==> config.mk <==
export PLATFORM = sky130hd
export DESIGN_NAME = bcd_seg_display
export DESIGN_NICKNAME = d
export VERILOG_FILES = /design/src/rtl/bcd_seg_display.sv
export SDC_FILE = /design/constraint.sdc
export NUM_CORES = 1
export LEC_CHECK = 0
export BUFFER_PORTS_ARGS = -buffer_cell sky130_fd_sc_hd__buf_2
export CAP_MARGIN = 5
export CORE_ASPECT_RATIO = 1.25
export CORE_MARGIN = 1
export CORE_UTILIZATION = 30
export CTS_CLUSTER_DIAMETER = 200
export DETAILED_ROUTE_END_ITERATION = 7
export GPL_TIMING_DRIVEN = 0
export PLACE_DENSITY = 0.54
export REMOVE_ABC_BUFFERS = 1
export SETUP_SLACK_MARGIN = 0.5
export SYNTH_ARGS = -nofsm -noshare
export SYNTH_HDL_FRONTEND = slang
export SYNTH_SLANG_ARGS = --single-unit
==> constraint.sdc <==
create_clock -name clk -period 5.1 [get_ports clk]
set_input_delay 0.765 -clock clk [delete_from_list [all_inputs] [get_ports clk]]
set_output_delay 0.765 -clock clk [all_outputs]
set_load 0.02 [all_outputs]
==> src/rtl/bcd_seg_display.sv <==
// -----------------------------------------------------------------------------
// bcd_seg_display
//
// Four-digit time-multiplexed driver for a common-anode 7-segment display.
// It sits downstream of the binary-to-BCD converter. Whenever rdy is high, it
// latches the packed BCD result. It then scans the digits with a prescaler so
// each digit stays lit for CLK_DIV clock cycles. The last captured value stays
// on the display until the next capture.
//
// Parameters:
//   CLK_DIV   clk cycles each digit stays lit (>= 2)
//
// Ports:
//   clk       system clock, rising-edge
//   rst_n     asynchronous active-low reset
//   rdy       converter result-valid, sampled every cycle
//   bcd_d_in  packed BCD: [3:0]=ones .. [15:12]=thousands
//   seg_n     segments {g,f,e,d,c,b,a}, active-low, registered
//   an_n      digit enables, active-low one-hot, registered; bit i = nibble i
//   bcd_err   high while any latched nibble is > 9, registered
//
// Optional build macro:
//   BCD_LZB_EN  leading-zero blanking on digits 3..1
// -----------------------------------------------------------------------------
module bcd_seg_display #(
   parameter int unsigned CLK_DIV = 100000
) (
   input  logic        clk,
   input  logic        rst_n,
   input  logic        rdy,
   input  logic [15:0] bcd_d_in,
   output logic [6:0]  seg_n,
   output logic [3:0]  an_n,
   output logic        bcd_err
);

   localparam int unsigned PW = (CLK_DIV > 1) ? $clog2(CLK_DIV) : 1;
   localparam logic [PW-1:0] PRESC_LAST = PW'(CLK_DIV - 1);

   localparam logic [6:0] SEG_BLANK = 7'h7F;
   localparam logic [6:0] SEG_DASH  = 7'h3F;

   generate
      if (CLK_DIV < 2) begin : g_bad_div
         $error("bcd_seg_display: CLK_DIV must be >= 2");
      end
   endgenerate

   // Digit decoder, active-low {g,f,e,d,c,b,a}. Non-BCD codes show a dash.
   function automatic logic [6:0] seg_decode(input logic [3:0] nib);
      logic [6:0] s;
      case (nib)
         4'd0:    s = 7'h40;
         4'd1:    s = 7'h79;
         4'd2:    s = 7'h24;
         4'd3:    s = 7'h30;
         4'd4:    s = 7'h19;
         4'd5:    s = 7'h12;
         4'd6:    s = 7'h02;
         4'd7:    s = 7'h78;
         4'd8:    s = 7'h00;
         4'd9:    s = 7'h10;
         default: s = SEG_DASH;
      endcase
      return s;
   endfunction

   function automatic logic any_invalid(input logic [15:0] v);
      return (v[3:0] > 4'd9) || (v[7:4] > 4'd9) ||
             (v[11:8] > 4'd9) || (v[15:12] > 4'd9);
   endfunction

   // State
   logic [15:0]   disp_q, disp_d;
   logic          err_d;
   logic [1:0]    idx_q, idx_d;
   logic [PW-1:0] presc_q, presc_d;

   // Output next-state
   logic [3:0]    cur_nib;
   logic          cur_blank;
   logic [6:0]    seg_d;
   logic [3:0]    an_d;

   // Capture and scan next-state
   always_comb begin
      disp_d  = disp_q;
      err_d   = bcd_err;
      idx_d   = idx_q;
      presc_d = presc_q + PW'(1);

      if (rdy) begin
         disp_d = bcd_d_in;
         err_d  = any_invalid(bcd_d_in);
      end

      if (presc_q == PRESC_LAST) begin
         presc_d = '0;
         idx_d   = idx_q + 2'd1;
      end
   end

   // The outputs come from the registered state. So a capture or digit advance
   // on one edge shows up on the display at the following edge.
   always_comb begin
      cur_nib   = 4'h0;
      cur_blank = 1'b0;
      unique case (idx_q)
         2'd0: cur_nib = disp_q[3:0];
         2'd1: cur_nib = disp_q[7:4];
         2'd2: cur_nib = disp_q[11:8];
         2'd3: cur_nib = disp_q[15:12];
         default: cur_nib = 4'h0;
      endcase

`ifdef BCD_LZB_EN
      // A digit is blanked when it and every more-significant digit are zero.
      // Digit 0 always shows its value.
      unique case (idx_q)
         2'd0: cur_blank = 1'b0;
         2'd1: cur_blank = (disp_q[15:4] == 12'h000);
         2'd2: cur_blank = (disp_q[15:8] == 8'h00);
         2'd3: cur_blank = (disp_q[15:12] == 4'h0);
         default: cur_blank = 1'b0;
      endcase
`else
      cur_blank = 1'b0;
`endif

      seg_d = cur_blank ? SEG_BLANK : seg_decode(cur_nib);
      an_d  = ~(4'b0001 << idx_q);
   end

   always_ff @(posedge clk or negedge rst_n) begin
      if (!rst_n) begin
         disp_q  <= 16'h0000;
         bcd_err <= 1'b0;
         idx_q   <= 2'd0;
         presc_q <= '0;
         an_n    <= 4'b1111;
         seg_n   <= SEG_BLANK;
      end else begin
         disp_q  <= disp_d;
         bcd_err <= err_d;
         idx_q   <= idx_d;
         presc_q <= presc_d;
         an_n    <= an_d;
         seg_n   <= seg_d;
      end
   end

endmodule

# --- After elaboration in Yosys (flattened, before gate mapping) ---
# Memories as Yosys holds them, arrays and structs flattened. A register that Yosys moved wholly into a read port is not among the register bits.
# Cells that the tools add are included.
classes:
  bitwise: 1
  n_eq_ne: 4
  addsub: 2
  muxes: 2
  reduce_logical: 5
  n_lt_le_gt_ge: 4
  shift: 1
ops:
  columns: ["cell", "n"]
  rows:
  - ["$add A17 B1 Y17 const B", 1]
  - ["$eq A17 B17 Y1 const B", 1]
  - ["$mux W17", 1]
  - ["$gt A4 B4 Y1 const B", 4]
  - ["$pmux W4 S4", 1]
  - ["$eq A2 B2 Y1 const B", 2]
  - ["$not A4 Y4", 1]
  - ["$shl A1 B2 Y4 const A", 1]
  - ["$logic_or A1 B1 Y1", 3]
  - ["$add A2 B1 Y2 const B", 1]
  - ["$eq A2 B1 Y1 const B", 1]
  - ["$logic_not A2 Y1", 1]
  - ["$logic_not A1 Y1", 1]
totals:
  out_inout_bits: 12
  rom_bits: 112
  elab_cells: 25
  register_bits: 40
  memories: 1
  input_bits: 19
mem_list:
  columns: ["memory", "depth", "width", "read_ports", "rd_clocked_by_memory_dff", "wr", "line", "text"]
  rows:
  - ["(no name shown)", 16, 7, 1, 1, 0, "52", "case (nib)"]

# --- Depth between registers and ports, before layout ---
# Gate-level depths: netlist of the first run.
depth:
  word_depth: 4
  depth_mapped: 8
  depth_no_buf: 8

# --- Worst setup path before layout of the first run ---
# No wires, ideal clock.
synth_timing:
  path_type: "register to register"
  from: "register idx_q[0]"
  to: "register seg_n[3]"
  t_arrival_ps: 1787
  path_stages_with_launch: 7
  path_slack_ps: 3228
  synth_period_minus_slack_ps: 1872
  setup_ps: 85
  path_buffers: 1
  t_required_ps: 5015
  path_cell_list: "dfrtp_1 > inv_1 > ha_1 > clkbuf_1 > mux2i_1 > ha_1 > o221ai_1"
synth_via:
  elab_chain_cells: 2
  elab_cells_between_ends: 5
  cone_classes: "eq/ne: 3; mux: 1; reduce/logical: 1"
synth_lines:
  columns: ["element", "line", "text"]
  rows:
  - ["start, declared", "76", "logic [1:0] idx_q, idx_d;"]
  - ["start signal, assigned", "145", "idx_q <= idx_d;"]
  - ["$eq A2 B2 Y1 (tied with other cells)", "108", "unique case (idx_q)"]
  - ["$pmux W4 S4 *", "108", null]
  - ["end, declared", "32", "output logic [6:0] seg_n,"]
# Every way passes the cells marked *; elsewhere a longest branch is shown, timed or not.
# A chain may end at the register's enable or synchronous reset.

# --- Worst setup path in the final report of the first run ---
layout_timing:
  from: "register presc_q[0]"
  to: "register idx_q[1]"
layout_via:
  elab_chain_cells: 1
layout_lines:
  columns: ["element", "line", "text"]
  rows:
  - ["start, declared", "77", "logic [PW-1:0] presc_q, presc_d;"]
  - ["start signal, assigned", "146", "presc_q <= presc_d;"]
  - ["$eq A17 B17 Y1", "97", "if (presc_q == PRESC_LAST) begin"]
# Every way passes these cells.

==> run metrics, run 1 <==
drt pass-1 iters=4; mapped cell area=0.00213 mm²; endpoints failing setup=0; max-slew violations=0; crit path kind=flip-flop to flip-flop; clk_lat worst skew=0.30 ns; CTS tree=done; port bufs=30; Req. time, crit path=between 5 and 6 ns; largest net degree at the start of global routing=48; cts hold-fix bufs=0; vias in the first global route=around 1400; first-pass GRT wire length=6820 µm; worst-path maximum fanout=11; Final GP Congestion=0.743; CP cell instances=ha_1 -> and4_1 -> nand2_1 -> nor4_4 -> mux2_1; IO Count=31; peak supply drop=0.000119 V; Power Total=around 0.75 mW; sequential share of the synthesized area=a little under three fifths; Distinct cells, synth=35; nature of the critical path endpoint=flip-flop; delay of the slowest critical-path stage=~0.61 ns; CP Buf/Inv Count=0; Finished Core Util=between 30 and 40%; Worst R2R End=idx_q[1]; Starting Density=30.7%; minimum clock period=2.24 ns; P_leak=about 1.1 nW; dpl cells=approximately 290; Synth Warn #=0; synthesized instance count=approximately 180; Die Width=slightly below 80 µm; Final WS setup=2.86 ns; Routed WL per cell=about 13 µm; PwrDens=304 mW/mm²; cells on worst reg2reg path=5; RSZ-0062 raised after global routing=false; Worst EP arrival=between 2 and 2.5 ns; Vias=~1400; Row Count=34; DRC Markers=0; GRT Util Overall=between 10% and 20%; Setup Buffers After CTS=0; grt ovf=0; total negative setup slack=0 ns; Synth Register Bits=47; Layout Cells excl Fill=around 300; n_diodes=0; hold wc startpoint=presc_q[8]; Die Y=slightly below 100 µm; drt total wl=~4000 µm; Reg clk slew, reported paths=approximately 0.090 ns; pre-CTS WS=2.86 ns; post_cts resized=0; Tcrit/Tclk final=a little over two fifths; initial antenna violation count=0; area added between synthesis and finish=16.3%; fmax=approximately 450 MHz; Slew HR=a little under a third; number of CTS-inserted buffers=5; first-iteration detailed-routing DRC count=67; HP Class=flip-flop to flip-flop; CP delay by family, top=simple AND/OR/NAND/NOR gates; core area=around 0.0069 mm²; RR Startpoint=presc_q[0]; Least-Margin Pin Slew=~1.0 ns; die area=about 0.0074 mm²; CTS H-tree lvls=2; clk sink count=47; Slowest cell on crit path=nor4_4; layout cells sized above 1=a little under a third; nets=approximately 240; Clock Path Buffers=2; Via density=between 4 and 5; final hold vios=0; Setup Skew=approximately 0.0072 ns; root buffer cell=clkbuf_8; commonest non-fill, non-tap cell in the layout=dfrtp_1; Hold Path End=presc_q[8]; HPWL after detailed placement=between 2000 and 3000 µm; Syn Area/Cell=~12 µm²; commonest cells after routing, fill and taps aside=dfrtp_1, buf_2, mux2_2; max-capacitance violation count=0; Post-DRT Antenna Nets=0; status=finished, final reports clean; CP Launch Type=flip-flop; Worst Hold Depth=1; internal reg-to-reg setup slack=about 2.9 ns
## cell families (layout without fill, tap and decap cells)
family | count (synthesis) | in the layout | synth area share, %
flops | 47 | 47 | 55.8
mux | 18 | 18 | 9.27
xor+xnor | 14 | 14 | 5.75
fa+ha+maj | 9 | 9 | 5.28
simple gates | 48 | 48 | 13.2
compound gates | 25 | 25 | 7.28
buf+inv | 17 | 50 | 3.40
## synth_stat cells
cell	number	area (µm²)
mux2_1	1	11.3
nand2b_1	2	12.5
buf_6	1	11.3
a211oi_1	1	7.51
and2_1	1	6.26
mux2i_1	4	40.0
nand3_1	6	30.0
a31oi_1	1	6.26
dfrtp_1	36	901
o211ai_1	1	7.51
and3_1	3	18.8
mux2_2	13	146
buf_1	1	3.75
dfstp_2	11	289
a222oi_1	4	40.0
o21ai_0	12	60.1
nor3_1	1	5.00
nor4_4	1	21.3
nand4_1	4	25.0
and4_1	5	43.8
ha_1	9	113
nor2_1	8	30.0
inv_1	12	45.0
nand4b_1	1	8.76
clkbuf_1	2	7.51
o221ai_1	1	8.76
or3b_2	1	8.76
xnor2_1	6	52.6
nor2b_1	1	6.26
or3_1	2	12.5
buf_2	1	5.00
or4_4	1	11.3
xor2_1	8	70.1
nand2_1	11	41.3
a21oi_1	5	25.0
## stage by stage
step / instance area [µm²] / hold WS, ns
final: 2480 / 0.493
after global routing: 2480 / 0.517
after CTS: 2480 / 0.490
after detailed placement: 2370 / 0.478
after global placement: 2370 / 0.472
after floorplan: 2100 / 0.448
## layer usage
| metal | up-vias | wire [µm] | track usage, % |
|---|---|---|---|
| li1 | 691 | - | - |
| met1 | 708 | 1780 | 14.1 |
| met2 | 24 | 1960 | 19.8 |
| met3 | 6 | 117 | 2.56 |
| met4 | 0 | 64 | 5.50 |
| met5 | - | 0 | 0 |
## report_power, final
part	total, mW	internal [mW]	leakage, nW	switching (mW)
combinational	0.0758	0.0295	0.509	0.0463
sequential	0.407	0.400	0.565	0.00757
clock	0.271	0.146	0.0581	0.125
## worst max path at each step
stage	end	slack [ns]	cells after the start	startpoint
final	idx_q[1]	2.86	5	presc_q[0]
after global placement	idx_q[1]	2.86	5	presc_q[0]
after detailed placement	idx_q[1]	2.86	5	presc_q[0]
after CTS	idx_q[1]	2.86	5	presc_q[0]
after global routing	idx_q[1]	2.71	5	presc_q[0]
after floorplan	idx_q[1]	3.17	3	presc_q[11]
## layout make-up
cell class	count	area [µm²]
Fill cell	684	4450
Tap cell	90	113
Clock inverter	3	43.8
Clock buffer	5	68.8
Sequential cell	47	1190
Multi-Input combinational cell	114	870
Inverter	12	45.0
Timing Repair Buffer	30	150
## state kept, by name, summed over array words and instances, names as in the netlist
signal and flops:
an_n 4, seg_n 7, presc_q 17, bcd_err 1
idx_q 2, disp_q 16
No activity file was read; power rests on OpenSTA's default activity.
==> run 2: changes to the inputs <==
Settings changed: PLACE_DENSITY 0.54 to 0.56.
Clock period 5.1 ns to 1.9 ns, I/O delays scaled along.
==> run 2 against run 1 <==
Effect of this change:
- the run now ends with setup timing left
- global-route usage grew 0.11 points
- clock-buffer cell count did not move
- highest routed layer unchanged
- critical path type unchanged
- cell area grew 12%
- via count is 3.6% higher
- non-clock buffer count up 17
==> run metrics, run 2 (synthesis results as in run 1) <==
status=finished with violations; failing checks=setup timing; commonest non-fill, non-tap cell in the layout=dfrtp_1; port bufs=30 (unchanged); fillers=651 (-4.8%); internal reg-to-reg setup slack=-0.03 ns (-2.90 ns); max-slew violations=0 (unchanged); Tcrit/Tclk final=102% (+58 points); met2 wire len=2040 µm (+4.1%); Worst R2R End=seg_n[4]; cts hold-fix bufs=0 (unchanged); Die Width=77.4 µm (unchanged); Starting Density=30.7% (unchanged); DRC Markers=0 (unchanged); total negative setup slack=-0.124 ns (-0.124 ns); Slew HR=31.0% (-0.54 points); nets=255 (+7.1%); biggest regs=presc_q x17, disp_q x16, seg_n x7; internal power=1.58 mW (+170%); Final WS setup=-0.0342 ns (-2.90 ns); Gate power share=11.7% (+1.6 points); placed instance area=0.00237 mm² (unchanged); PwrDens=754 mW/mm² (+150%); root buffer cell=clkbuf_8; core area=0.00693 mm² (unchanged); nature of the critical path endpoint=flip-flop; drt pass-1 iters=4 (unchanged); Reg clk slew, reported paths=0.09 ns (about the same); fmax=517 MHz (+16%); RR Startpoint=idx_q[0]; Psw=0.515 mW (+190%); sequential power share=52.3% (-1.7 points); IO Count=31 (unchanged); Die Y=96.3 µm (unchanged); Final GP Congestion=0.711 (-4.2%); Worst EP arrival=2.16 ns (-0.27 ns); Least-Margin Pin Slew=1.04 ns (+0.00817 ns); largest net degree at the start of global routing=48 (unchanged); Req. time, crit path=2.13 ns (-3.16 ns); RSZ-0062 raised after global routing=true; cells on worst reg2reg path=6 (+1); Clock Path Buffers=2 (unchanged); Top Metal Used=met4; CP Launch Type=flip-flop; Post-DRT Antenna Nets=0 (unchanged); switch share=24.6% (+0.95 points); Row Count=34 (unchanged); crit path kind=flip-flop to flip-flop; commonest cells after routing, fill and taps aside=dfrtp_1, buf_2, buf_4; Setup Skew=0.0105 ns (+0.00337 ns); first-pass GRT wire length=6870 µm (+0.81%); max-capacitance violation count=0 (unchanged); layout cells sized above 1=49.6% (+19 points); final hold slack=0.157 ns (-0.335 ns); area added between synthesis and finish=30.2%; drt total wl=4180 µm (+6.5%); max reg flops=17 (unchanged); n_diodes=0 (unchanged); HP Class=input port to asynchronous set/reset pin; design area=0.00278 mm² (+12%); clk sink count=47 (unchanged); Routed WL per cell=13.1 µm (+0.81%); clock share of power=36.1% (+0.2 points); Vias=1481 (+3.6%); clk_lat worst skew=0.30 ns (about the same); CTS H-tree lvls=2 (unchanged); initial antenna violation count=0 (unchanged); die area=0.00745 mm² (unchanged); worst-path maximum fanout=5 (-6); grt ovf=0 (unchanged); Largest Register=presc_q; peak supply drop=0.000367 V (+210%); endpoints failing setup=5 (+5); CTS tree=done; met3 WL=98 µm (-16%); minimum clock period=1.93 ns (-0.305 ns); GRT Util Overall=11.8% (+0.11 points); number of CTS-inserted buffers=5 (unchanged); vias in the first global route=1438 (+0.91%); M1 WL=2000 µm (+12%); HPWL after detailed placement=2650 µm (-1.7%); Via density=4.66 (-1.9%); final hold vios=0 (unchanged); P_leak=1.21 nW (+7.2%); first-iteration detailed-routing DRC count=112 (+67%)
## run 2: cell types whose count changed in the layout (fill, tap and decap cells not counted), moves of 5 or more
| cell | before | now |
|---|---|---|
| nor2_1 | 8 | 2 |
| buf_4 | 0 | 14 |
| ha_2 | 0 | 5 |
| ha_1 | 9 | 2 |
## run 2: worst max-delay path by stage
stage	start	to	slack, ns	cells after the start
detailed placement	presc_q[0]	idx_q[1]	-0.32	5
global route	idx_q[1]	seg_n[1]	-0.09	7
floorplan	presc_q[11]	idx_q[1]	-0.03	3
CTS	idx_q[1]	seg_n[3]	-0.01	6
global placement	presc_q[0]	idx_q[1]	-0.31	5
finish	idx_q[0]	seg_n[4]	-0.03	6
## run 2: critical path: stages, from the launching register on
cell and delay [ns]:
dfrtp_1 0.43, buf_6 0.14, ha_4 0.17, a222oi_1 0.51
mux2i_2 0.25, a211oi_1 0.31, a21oi_2 0.05
## run 2: metal layers
metal,global-route usage [%],up-vias
met2,19.6,26
met1,15.6,725
met3,1.71,5
met5,0,-
met4,4.56,0
li1,-,725
## run 2: layout make-up
class | instances | area [µm²] | area share (%)
Clock buffer | 5 | 68.8 | 2.48
Clock inverter | 3 | 47.5 | 1.71
Inverter | 12 | 45.0 | 1.62
Multi-Input combinational cell | 114 | 1020 | 36.7
Sequential cell | 47 | 1190 | 42.9
Tap cell | 90 | 113 | 4.06
Timing Repair Buffer | 47 | 293 | 10.6
## run 2: power by group through the flow
stage,registers [mW],logic (mW),clock network [mW]
2_1_floorplan,1.14,0.0855,0
3_3_place_gp,1.11,0.204,0
3_5_place_dp,1.11,0.206,0
4_1_cts,1.09,0.245,0.775
5_1_grt,1.10,0.270,0.807
6_report,1.09,0.244,0.755
## run 2: timing repair
item	CTS	global route
gates resized for setup	33	14
gates cloned	1	0
setup buffers	12	4
pin swaps	12	2
setup endpoints to repair	18	20
## run 2: per-stage QoR
step	utilization (%)	power [mW]	instances	worst slack (ns)
after floorplan	-	1.23	173	-0.0261
after detailed placement	34.1	1.32	293	-0.318
after global placement	34.1	1.32	293	-0.314
after CTS	38.9	2.11	314	-0.00977
after global routing	40.0	2.18	318	-0.0950
final	40.0	2.09	318	-0.0342
